### config.mk
export PLATFORM = sky130hd
export DESIGN_NAME = calc_token_sequencer
export DESIGN_NICKNAME = d
export VERILOG_FILES = /design/src/rtl/calc_token_sequencer.sv
export SDC_FILE = /design/constraint.sdc
export NUM_CORES = 1
export LEC_CHECK = 0
export CORE_MARGIN = 3
export CORE_UTILIZATION = 35
export CTS_BUF_LIST = sky130_fd_sc_hd__clkbuf_8
export DETAILED_ROUTE_END_ITERATION = 7
export PLACE_DENSITY = 0.61
export SETUP_SLACK_MARGIN = 0.05
export SYNTH_ARGS = -nofsm -noshare
export SYNTH_HDL_FRONTEND = slang
export SYNTH_SLANG_ARGS = --single-unit
### constraint.sdc
create_clock -name clk -period 13.4 [get_ports clk]
set_input_delay 2.68 -clock clk [delete_from_list [all_inputs] [get_ports clk]]
set_output_delay 2.68 -clock clk [all_outputs]
set_load 0.005 [all_outputs]
### src/rtl/calc_token_sequencer.sv
// calc_token_sequencer
//   Converts keypad events into calculator-core tokens. Decimal digits build
//   a signed-positive 31-bit operand; operator keys A-E become 0x8000000A..E
//   tokens and clear (F) becomes 0x8000000F. Tokens are queued in a small
//   FIFO and handed to the core one at a time over a strobe/ready handshake.
//   Also selects the value driven to the display.
//
// Ports
//   clk          system clock, rising edge
//   rst_n        asynchronous active-low reset
//   key_valid    single-cycle pulse qualifying key_code
//   key_code     0-9 digit, A + , B - , C * , D / , E = , F clear
//   calc_ready   core can accept a token
//   calc_answer  core result
//   calc_strobe  one-cycle token strobe to the core
//   calc_token   token presented to the core, held from pop to next pop
//   disp_value   pending operand while one is being typed, else calc_answer
//   busy         FIFO holds tokens or a dispatch is in progress
//   dropped      one-cycle pulse: operator key rejected, FIFO too full
//   entry_err    sticky operand-overflow flag, cleared by the clear key
//   calc_timeout one-cycle pulse: core did not return ready in time
module calc_token_sequencer #(
  parameter int unsigned FIFO_DEPTH = 8,
  parameter int unsigned TIMEOUT    = 1024
) (
  input  logic        clk,
  input  logic        rst_n,
  input  logic        key_valid,
  input  logic [3:0]  key_code,
  input  logic        calc_ready,
  input  logic [31:0] calc_answer,
  output logic        calc_strobe,
  output logic [31:0] calc_token,
  output logic [31:0] disp_value,
  output logic        busy,
  output logic        dropped,
  output logic        entry_err,
  output logic        calc_timeout
);

  localparam int unsigned PW = $clog2(FIFO_DEPTH);
  localparam int unsigned CW = PW + 1;
  localparam int unsigned TW = (TIMEOUT > 1) ? $clog2(TIMEOUT) : 1;

  localparam logic [CW-1:0] DEPTH_C    = CW'(FIFO_DEPTH);
  localparam logic [TW-1:0] TIMER_LAST = TW'((TIMEOUT > 0) ? (TIMEOUT - 1) : 0);
  localparam logic [31:0]   CLEAR_TOK  = 32'h8000_000F;

  typedef enum logic [1:0] {
    S_IDLE,
    S_STROBE,
    S_HOLD,
    S_WAIT
  } state_t;

  // ---------------------------------------------------------------------
  // State
  // ---------------------------------------------------------------------
  state_t          state_q,     state_d;
  logic [31:0]     acc_q,       acc_d;
  logic            pending_q,   pending_d;
  logic            entry_err_q, entry_err_d;
  logic            dropped_q,   dropped_d;
  logic            strobe_q,    strobe_d;
  logic [31:0]     token_q,     token_d;
  logic            timeout_q,   timeout_d;
  logic [TW-1:0]   timer_q,     timer_d;
  logic [31:0]     disp_q,      disp_d;
  logic            busy_q,      busy_d;
  logic [PW-1:0]   wr_ptr_q,    wr_ptr_d;
  logic [PW-1:0]   rd_ptr_q,    rd_ptr_d;
  logic [CW-1:0]   count_q,     count_d;

  logic [31:0]     mem_q [FIFO_DEPTH];

  // Two write ports: a pending operand and its operator land in one cycle.
  logic            wr0_en,   wr1_en;
  logic [PW-1:0]   wr0_addr, wr1_addr;
  logic [31:0]     wr0_data, wr1_data;

  logic            pop;
  logic            flush;
  logic [1:0]      push_n;
  logic [CW-1:0]   free;
  logic [34:0]     next_val;

  // ---------------------------------------------------------------------
  // Next-state logic
  // ---------------------------------------------------------------------
  always_comb begin
    state_d     = state_q;
    acc_d       = acc_q;
    pending_d   = pending_q;
    entry_err_d = entry_err_q;
    dropped_d   = 1'b0;
    strobe_d    = 1'b0;
    token_d     = token_q;
    timeout_d   = 1'b0;
    timer_d     = timer_q;
    wr_ptr_d    = wr_ptr_q;
    rd_ptr_d    = rd_ptr_q;
    count_d     = count_q;

    wr0_en   = 1'b0;
    wr0_addr = wr_ptr_q;
    wr0_data = '0;
    wr1_en   = 1'b0;
    wr1_addr = wr_ptr_q + 1'b1;
    wr1_data = '0;

    pop      = 1'b0;
    flush    = 1'b0;
    push_n   = 2'd0;
    free     = DEPTH_C - count_q;
    next_val = {3'b000, acc_q} * 35'd10 + {31'd0, key_code};

    // Dispatcher
    case (state_q)
      S_IDLE: begin
        if ((count_q != '0) && calc_ready) begin
          pop      = 1'b1;
          token_d  = mem_q[rd_ptr_q];
          strobe_d = 1'b1;
          state_d  = S_STROBE;
        end
      end
      S_STROBE: state_d = S_HOLD;
      S_HOLD: begin
        timer_d = '0;
        state_d = S_WAIT;
      end
      S_WAIT: begin
        if (calc_ready) begin
          state_d = S_IDLE;
        end else if (TIMEOUT != 0) begin
          if (timer_q == TIMER_LAST) begin
            timeout_d = 1'b1;
            state_d   = S_IDLE;
          end else begin
            timer_d = timer_q + 1'b1;
          end
        end
      end
      default: state_d = S_IDLE;
    endcase

    // Key decoding
    if (key_valid) begin
      if (key_code <= 4'd9) begin
        if (next_val <= 35'h0_7FFF_FFFF) begin
          acc_d     = next_val[31:0];
          pending_d = 1'b1;
        end else begin
          entry_err_d = 1'b1;
        end
      end else if (key_code == 4'hF) begin
        flush       = 1'b1;
        acc_d       = '0;
        pending_d   = 1'b0;
        entry_err_d = 1'b0;
      end else if (pending_q) begin
        if (free >= CW'(2)) begin
          wr0_en    = 1'b1;
          wr0_data  = {1'b0, acc_q[30:0]};
          wr1_en    = 1'b1;
          wr1_data  = {28'h800_0000, key_code};
          push_n    = 2'd2;
          acc_d     = '0;
          pending_d = 1'b0;
        end else begin
          dropped_d = 1'b1;
        end
      end else begin
        if (free != '0) begin
          wr0_en   = 1'b1;
          wr0_data = {28'h800_0000, key_code};
          push_n   = 2'd1;
        end else begin
          dropped_d = 1'b1;
        end
      end
    end

    // Pointer/count update. A flush rebuilds the FIFO as exactly the clear
    // token; a same-cycle pop has already captured its entry from mem_q.
    if (flush) begin
      wr0_en   = 1'b1;
      wr0_addr = '0;
      wr0_data = CLEAR_TOK;
      wr1_en   = 1'b0;
      rd_ptr_d = '0;
      wr_ptr_d = PW'(1);
      count_d  = CW'(1);
    end else begin
      if (pop) begin
        rd_ptr_d = rd_ptr_q + 1'b1;
      end
      wr_ptr_d = wr_ptr_q + PW'(push_n);
      count_d  = count_q + CW'(push_n) - CW'(pop);
    end

    disp_d = pending_d ? acc_d : calc_answer;
    busy_d = (count_d != '0) || (state_d != S_IDLE);
  end

  // ---------------------------------------------------------------------
  // Control registers
  // ---------------------------------------------------------------------
  always_ff @(posedge clk or negedge rst_n) begin
    if (!rst_n) begin
      state_q     <= S_IDLE;
      acc_q       <= '0;
      pending_q   <= 1'b0;
      entry_err_q <= 1'b0;
      dropped_q   <= 1'b0;
      strobe_q    <= 1'b0;
      token_q     <= '0;
      timeout_q   <= 1'b0;
      timer_q     <= '0;
      disp_q      <= '0;
      busy_q      <= 1'b0;
      wr_ptr_q    <= '0;
      rd_ptr_q    <= '0;
      count_q     <= '0;
    end else begin
      state_q     <= state_d;
      acc_q       <= acc_d;
      pending_q   <= pending_d;
      entry_err_q <= entry_err_d;
      dropped_q   <= dropped_d;
      strobe_q    <= strobe_d;
      token_q     <= token_d;
      timeout_q   <= timeout_d;
      timer_q     <= timer_d;
      disp_q      <= disp_d;
      busy_q      <= busy_d;
      wr_ptr_q    <= wr_ptr_d;
      rd_ptr_q    <= rd_ptr_d;
      count_q     <= count_d;
    end
  end

  // Token storage; contents are meaningless outside [rd_ptr, wr_ptr).
  always_ff @(posedge clk) begin
    if (wr0_en) begin
      mem_q[wr0_addr] <= wr0_data;
    end
    if (wr1_en) begin
      mem_q[wr1_addr] <= wr1_data;
    end
  end

  assign calc_strobe  = strobe_q;
  assign calc_token   = token_q;
  assign disp_value   = disp_q;
  assign busy         = busy_q;
  assign dropped      = dropped_q;
  assign entry_err    = entry_err_q;
  assign calc_timeout = timeout_q;

  a_count_bound : assert property (@(posedge clk) disable iff (!rst_n)
    count_q <= DEPTH_C);
  a_strobe_state : assert property (@(posedge clk) disable iff (!rst_n)
    strobe_q == (state_q == S_STROBE));

endmodule

Word level (Yosys, flattened, before mapping)
Memories as Yosys holds them, arrays and structs flattened. A register that Yosys moved wholly into a read port is not among the register bits.
Index checks and enable logic that the tools add are counted.

word-level totals
  flip-flop bits (word level) = 92
  bits in writable memories = 256
  input bits = 40
  memories kept = 1

memories
  name   depth  width  rd ports  clocked after Yosys merged registers in  write ports  line  RTL
  mem_q  8      32     1         1                                        2            74    logic [31:0] mem_q [FIFO_DEPTH];

operators by class
  add/sub/neg operators = 8
  multipliers = 1
  order comparisons = 3
  equality and inequality tests = 8
  multiplexer cells = 75
  reductions and logical operators = 14

operators by type and width
  operator                 count
  $mux W32                 18
  $mux W1                  39
  $add A35 B4 Y35          1
  $le A35 B31 Y1 const B   1
  $mul A32 B3 Y34 const B  1
  $mux W31                 1
  $mux W10                 2
  $pmux W10 S2             1
  $mux W2                  8
  $mux W3                  4
  $reduce_bool A4 Y1       3
  $add A10 B1 Y10 const B  1
  $eq A10 B10 Y1 const B   1
  $pmux W2 S4              1
  $reduce_bool A2 Y1       4
  $add A3 B1 Y3 const B    2
  $ne A2 B2 Y1 const B     3
  $reduce_and A3 Y1        2
  $add A4 B2 Y4            1
  $eq A2 B2 Y1 const B     2
  $eq A4 B4 Y1 const B     1
  $ge A4 B2 Y1 const B     1
  $le A4 B4 Y1 const B     1
  $mux W4                  1
  other kinds (9)          9

Longest topological paths before layout
Gate-level depths: netlist of the first run.

  depth after elaboration = 12
  depth in mapped cells = 16
  gate-level depth less buffers = 15

Worst setup path after synthesis of the first run
No wires, ideal clock.

  path type = input to register
  start = input port key_code[1]
  end = register acc_q[1]
  library setup time = 0.125 ns
  arrival time = 5.613 ns
  setup slack = 7.662 ns
  stages = 14
  cells stage by stage = ha_1 -> fa_1 -> a21oi_1 -> nor2b_1 -> and3_1 -> and4_1 -> nor4b_2 -> nand4b_4 -> or2_1 -> or2_1 -> o31a_1 -> buf_6 -> buf_6 -> mux2_4

on the way
  longest elaborated chain between the ends = 5
  elaborated cells between the ends (all ways) = 8

RTL lines
  item                  line  RTL
  from (decl)           29    input logic [3:0] key_code,
  $add A35 B4 Y35       115   next_val = {3'b000, acc_q} * 35'd10 + {31'd0, key_code};
  $le A35 B31 Y1        150   if (next_val <= 35'h0_7FFF_FFFF) begin
  $mux W32              150
  $mux W32 (*)          149   if (key_code <= 4'd9) begin
  $mux W32 (*)          148   if (key_valid) begin
  via acc_d[1]          60    logic [31:0] acc_q, acc_d;
  to (signal assigned)  212   acc_q <= '0;
  to (signal assigned)  227   acc_q <= acc_d;
  to (decl)             60

The timed path passes the listed nets; every way through them passes the cells marked *.
A chain may end at the register's enable or synchronous reset.

Final worst setup path of the first run
  start = input port key_code[1]
  end = register disp_q[12], in the netlist disp_value[12]

on the way
  longest elaborated chain between the ends = 6
  elaborated cells between the ends (all ways) = 13

RTL lines
  item                                 line  RTL
  $add A35 B4 Y35                      115
  $le A35 B31 Y1                       150
  $mux W32 or $mux W1 (tied branches)  150
  $mux W32 or $mux W1 (tied branches)  149
  $mux W32 or $mux W1 (tied branches)  148
  $mux W32 (*)                         202   disp_d = pending_d ? acc_d : calc_answer;
  via disp_d[12]                       68    logic [31:0] disp_q, disp_d;
  to (signal assigned)                 235   disp_q <= disp_d;
  to (decl)                            68

Marks and branches as above.

==> reports/qor.yml, run 1 <==
worst_setup_path:
  crit_path_end_kind: "register"
  reg2reg_slack_ns: 8.07
  worst_ep_required_time_ns: 13.94
  reg2reg_from: "acc_q[1]"
  critPathMaxFanout: 55
  slowest_stage: "clkdlybuf4s50_1"
  slowest_delay_ns: 0.78
  cp_cell_sequence: "clkdlybuf4s50_1 > ha_1 > fa_1 > a21oi_1 > nor2b_1 > and3_1 > and4_1 > nor4b_2 > nand4b_4 > or2_1 > o211ai_1 > o31a_2 > buf_4 > mux2i_1"
  r2r_end: "disp_value[12]"
  critPathLaunchType: "input pin"
  reg2regPathDepth: 14
  arrival_ns: 7.46
  crit_type: "in2reg"
logic_synthesis:
  yosys.area.top_type: "dfxtp_1"
  syn_area_sq_mm: 0.0198
  synth-seq-cells: 380
  synthFlopType: "dfxtp_1"
  seq_area_frac_synth: 0.435
  yosys_warnings: 0
  synth-edff-count: 40
  syn_nets: 2327
  synth_top_area_frac: 0.218
  async_reset_ff_frac: 0.326
  postSynthCellCount: 2208
  ys_top_cells_by_area: "dfxtp_1, dfrtp_1, nand2_1, a21oi_1, mux4_2"
  yosys.cell_types.count: 75
  synth.avg_cell_area_sq_um: 8.98
grt:
  track_usage: 0.198
  grt_pass1_wl_mm: 93.5
  grt_max_degree: 68
  grt_pass1_vias: 16600
  grt_overflow: 0
  antenna_found_initial: 2
floorplanning:
  die_h_microns: 244
  core_sq_mm: 0.0555
  io_pins: 109
  dieArea_sq_mm: 0.0595
  die_x_microns: 244
  start_util: 0.357
  row_count: 86
finish:
  fillerInstances: 5531
  regArea_sq_mm: 0.00863
  drive_above_1_share: 0.106
  multiInputGateArea_sq_mm: 0.0105
  fin_nets: 2357
  area_delta_synth_final_pct: 15.3
detailed_routing:
  drt_drc_violations_left: 0
  wl_per_cell_microns: 19.7
  drtIter0Drc: 1396
  vias: 16600
  ant_nets: 0
  dr.pass1.iters: 7
  routed_via_density: 5.45
  drt-total-wl_mm: 59.8
clock_network:
  cts.clk_slew.worst_paths_ns: 0.06
  cts_tree: "done"
  clk_latency_ns: 0.65
  cts_made_buffers: 69
  root_buffer: "clkbuf_8"
  cts_resized: 0
  holdBufCountCts: 0
  htree_levels: 3
  post_cts_buffers: 0
  ctsLongestPathBuffers: 3
  cts_num_sinks: 380
power_and_ir_drop:
  p_per_area_mw_per_mm2: 225
  p_leak_nw: 8.95
  finalPower_mw: 5.15
  ir_drop_mv: 0.103
timing:
  rsz0062_at_grt: "false"
  finalCritPeriodShare: 0.516
  setup_viol: 0
  finClkSkew_ns: 0.0313
  tightest_slew_ns: 1.07
  max_freq_mhz: 145
  slew_headroom: 0.285
  final_hold_viol_count: 0
  setup_slack_ns: 6.48
  min_period_ns: 6.92
  tns_ns: 0
  final-max-slew-violation-count: 0
placement:
  place_congestion: 0.898
  dp_slack_ns: 5.86
  dp_hpwl_mm: 39.2
  port-buffer-count: 108
hold_path:
  hold_start: "mem_q[7][22]"
  min_to: "mem_q[7][22]"
  min_path_type: "reg2reg"
  holdPathStages: 2
flow_run:
  maxCapViolations: 0
outcome:
  outcome: "finished, final reports clean"
[layout by cell type, fill, tap and decap left out, types with 8 or more instances in the layout]
master / Yosys / final
mux4_2: 64 / 64
nor2b_1: 10 / 10
o211ai_1: 10 / 10
mux2_2: 8 / 8
a21o_1: 10 / 10
nand4_1: 10 / 10
dfrtp_1: 124 / 121
clkbuf_8: 0 / 90
ha_1: 75 / 75
xor2_1: 30 / 30
or3_1: 12 / 11
clkdlybuf4s50_1: 0 / 107
nor3_1: 17 / 14
and3_1: 16 / 16
nand2_1: 556 / 553
o21ai_0: 90 / 89
edfxtp_1: 40 / 40
nand3_1: 54 / 51
nand2b_1: 9 / 9
nor2_1: 100 / 94
buf_4: 0 / 21
and2_1: 40 / 39
xnor2_1: 25 / 25
a21oi_1: 291 / 291
mux2i_1: 90 / 90
inv_1: 20 / 36
dfxtp_1: 216 / 216
[flip-flops by register name, summed over array words and instances, names as in the netlist, named ones only]
signal and count:
rd_ptr_q 3, acc_q 32, dropped 1, mem_q 256, count_q 4, entry_err 1, busy 1, calc_token 32
calc_timeout 1, wr_ptr_q 3, timer_q 10, calc_strobe 1, disp_value 32, state_q 2
[stage by stage]
step            util  instances  area [sq um]  hold slack [ns]
4_1_cts        0.412       3038         22900            0.454
6_report       0.412       3040         22900            0.449
3_3_place_gp   0.386       2915         21400            0.438
2_1_floorplan      -       2208         19800            0.433
3_5_place_dp   0.386       2915         21400            0.446
5_1_grt        0.412       3039         22900            0.468
[worst max-delay path by stage]
stage                      from  cells after the start  slack [ns]             end
global route        key_code[1]                     14        6.19       acc_q[18]
global placement    key_code[1]                     14        6.03  disp_value[13]
detailed placement  key_code[1]                     14        5.86  disp_value[12]
CTS                 key_code[1]                     14        6.52  disp_value[12]
floorplan           key_code[1]                     14        7.66        acc_q[1]
finish              key_code[1]                     14        6.48  disp_value[12]
[power by group]
part | internal [mW] | total [mW] | switching, mW
registers | 1.37 | 1.59 | 0.215
clock network | 0.626 | 1.14 | 0.513
logic | 0.961 | 2.42 | 1.46
total | 2.96 | 5.15 | 2.19
[cell families (layout without fill, tap and decap cells)]
family	after synthesis	count (layout)	share of synthesized area
xor gates and xnor gates	56	56	0.0257
AOI/OAI and AO/OA	475	475	0.135
DFF	380	380	0.435
muxes	164	164	0.124
other	0	2	0
and+or+nand+nor	864	864	0.190
adders and majority gates	79	79	0.0514
buffers and inverters	190	272	0.0391
[layout make-up]
class,count,share of cell area
inverters,20,0.00328
clock buffers,90,0.0542
flip-flops and latches,380,0.378
repair buffers,129,0.0542
clock inverters,33,0.00892
diodes,2,0.000219
multi-input cells,1638,0.461
well taps,748,0.0409
[cells in the mapped netlist, drive strengths merged (6+ instances only)]
cell type,count
nand3,54
a21o,10
nand2b,9
o21ai,97
nor3,18
inv,20
buf,24
dfxtp,216
mux4,64
a21oi,292
xor2,30
mux2i,90
or2,7
ha,75
dfrtp,124
or3,12
edfxtp,40
xnor2,26
mux2,10
o22ai,6
clkbuf,146
nand4,11
nor2,100
nand2,556
and3,16
o211ai,11
and2,44
nor2b,10
o21a,8
a211oi,8
[critical path: cells and delay by family]
kind / cells / cell delay (ns)
buffers and inverters: 2 / 1.51
multiplexers: 1 / 0.30
AND/OR/NAND/NOR: 6 / 1.74
adder cells (fa/ha/maj): 2 / 0.49
AO/OA/AOI/OAI: 3 / 0.64
[metal layers]
layer | global-route usage | wire length, microns
met4 | 0.0608 | 1440
met1 | 0.258 | 25500
met5 | 0 | 0
met3 | 0.0379 | 4550
met2 | 0.332 | 28300
Power figures use the tool's default switching activity.
==> run 2: changes to the inputs <==
- clock period: 13.4 -> 6.96 ns (I/O delays scaled with it)
==> reports/qor.yml, run 2 (synthesis gave the netlist of run 1 again) <==
hold_path:
  min_to: "mem_q[1][17]"
  min_path_type: "reg2reg"
  hold_start: "mem_q[1][17]"
  holdPathStages: 2  # unchanged
power_and_ir_drop:
  p_per_area_mw_per_mm2: 428  # +90%
  finalPower_mw: 9.75  # +89%
  p_leak_nw: 8.95  # about the same
  ir_drop_mv: 0.191  # +86%
grt:
  grt_max_degree: 70  # +2.9%
  grt_pass1_wl_mm: 91.5  # -2.2%
  track_usage: 0.194  # -0.00313
  grt_pass1_vias: 16100  # -2.8%
  antenna_found_initial: 1  # -1
  grt_overflow: 0  # unchanged
timing:
  tns_ns: 0  # unchanged
  final_hold_viol_count: 0  # unchanged
  final-max-slew-violation-count: 0  # unchanged
  rsz0062_at_grt: "false"
  max_freq_mhz: 192
  setup_viol: 0  # unchanged
  slew_headroom: 0.365  # +0.0801
  min_period_ns: 5.21
  tightest_slew_ns: 0.950  # -0.120 ns
  finalCritPeriodShare: 0.749
  finClkSkew_ns: 0.0248  # -0.00655 ns
worst_setup_path:
  slowest_stage: "clkdlybuf4s50_1"
  crit_buf_inv: 2  # unchanged
  reg2regPathDepth: 14  # unchanged
  critPathMaxFanout: 55  # unchanged
  r2r_end: "disp_value[13]"
  critPathLaunchType: "input pin"
  cp_top_family: "simple AND/OR/NAND/NOR gates"
  crit_type: "in2reg"
  crit_path_end_kind: "register"
  reg2reg_from: "acc_q[1]"
  reg2reg_slack_ns: 1.84  # -6.23 ns
  crit_top_cell: "or2_1"
  worst_ep_required_time_ns: 7.45  # -6.49 ns
  cp_cell_sequence: "clkdlybuf4s50_1 > ha_1 > fa_1 > a21oi_1 > nor2b_1 > and3_1 > and4_1 > nor4b_2 > nand4b_4 > or2_1 > or2_1 > o31a_2 > buf_12 > mux2i_1"
  slowest_delay_ns: 0.81  # +0.03 ns
  arrival_ns: 5.70  # -1.76 ns
clock_network:
  cts_num_sinks: 380  # unchanged
  cts_tree: "done"
  clk_latency_ns: 0.65  # about the same
  cts_resized: 0  # unchanged
  ctsLongestPathBuffers: 3  # unchanged
  post_cts_buffers: 0  # unchanged
  htree_levels: 3  # unchanged
  cts_made_buffers: 68  # -1.4%
  root_buffer: "clkbuf_8"
  cts.clk_slew.worst_paths_ns: 0.06  # about the same
  holdBufCountCts: 0  # unchanged
finish:
  final_cell_mix: "nand2_1, a21oi_1, dfxtp_1"
  final_common_cell: "nand2_1"
  regArea_sq_mm: 0.00863  # unchanged
  fillerInstances: 5478  # -0.96%
  largest_register_ffs: 256  # unchanged
  largest_register: "mem_q"
  area_delta_synth_final_pct: 14.9
  final_util: 0.410  # -0.00138
  fin_nets: 2365  # +0.34%
  multiInputGateArea_sq_mm: 0.0105  # -0.14%
  drive_above_1_share: 0.100  # -0.00594
floorplanning:
  start_util: 0.357  # unchanged
  io_pins: 109  # unchanged
  core_sq_mm: 0.0555  # unchanged
  row_count: 86  # unchanged
  die_x_microns: 244  # unchanged
  die_h_microns: 244  # unchanged
  dieArea_sq_mm: 0.0595  # unchanged
detailed_routing:
  drtIter0Drc: 1418  # +1.6%
  wl_per_cell_microns: 19.3  # -1.7%
  dr.pass1.iters: 5  # -2
  routed_via_density: 5.32  # -2.4%
  vias: 16200  # -2.2%
  drt-total-wl_mm: 58.9  # -1.5%
  drt_drc_violations_left: 0  # unchanged
  ant_nets: 0  # unchanged
flow_run:
  maxCapViolations: 0  # unchanged
placement:
  dp_hpwl_mm: 39.6  # +1.0%
  place_congestion: 0.939  # +4.5%
  port-buffer-count: 108  # unchanged
outcome:
  outcome: "finished, final reports clean"
[run 2: cell types whose count changed in the layout (fill, tap and decap cells not counted), moves of 3 or more]
cell,delta
inv_1,+14
clkbuf_8,-12
buf_4,+8
clkinv_2,-5
nand2_1,+3
nand2_2,-3
[run 2: final cells by class]
cell class	instances	area share
diodes	1	0.000110
clock buffers	78	0.0471
clock inverters	42	0.0101
inverters	20	0.00329
multi-input cells	1638	0.462
flip-flops and latches	380	0.379
well taps	748	0.0411
repair buffers	138	0.0579
[run 2: worst max-delay path by stage]
| stage | depth (start not counted) | startpoint | endpoint | slack [ns] |
|---|---|---|---|---|
| 6_report | 14 | key_code[1] | disp_value[13] | 1.75 |
| 5_1_grt | 14 | key_code[1] | acc_q[19] | 1.47 |
| 4_1_cts | 14 | key_code[1] | acc_q[9] | 1.82 |
| 3_5_place_dp | 14 | key_code[1] | disp_value[13] | 1.14 |
| 3_3_place_gp | 14 | key_code[1] | disp_value[13] | 1.26 |
| 2_1_floorplan | 14 | key_code[1] | acc_q[1] | 2.51 |
[run 2: worst reg2reg max path: stages, from the launching register on]
cell       delay, ns
dfrtp_1         0.47
ha_1            0.33
ha_1            0.23
fa_1            0.42
a211oi_2        0.36
o21a_2          0.35
nor2_1          0.10
o21ai_0         0.71
a211oi_1        0.22
or3_1           0.44
a211oi_1        0.25
a2bb2oi_1       0.11
o31a_2          0.46
buf_12          0.24
mux2i_1         0.27
[run 2: power by group]
part	internal (mW)	switching, mW	leakage, nW
clock network	1.07	0.963	0.770
logic	1.85	2.83	4.49
registers	2.64	0.398	3.70
[run 2: through the flow]
stage,std cells,area (sq um),setup slack [ns],hold slack (ns)
floorplan,2208,19800,2.51,0.433
global placement,2924,21500,1.26,0.438
detailed placement,2924,21500,1.14,0.444
CTS,3044,22800,1.82,0.452
global route,3045,22800,1.47,0.470
finish,3045,22800,1.75,0.452
[run 2: routing by layer]
layer	wire length (microns)	vias up	GRT usage
met4	1510	0	0.0613
met1	24600	7803	0.247
met5	0	-	0
met3	3910	106	0.0393
met2	28800	543	0.333
li1	-	7755	-
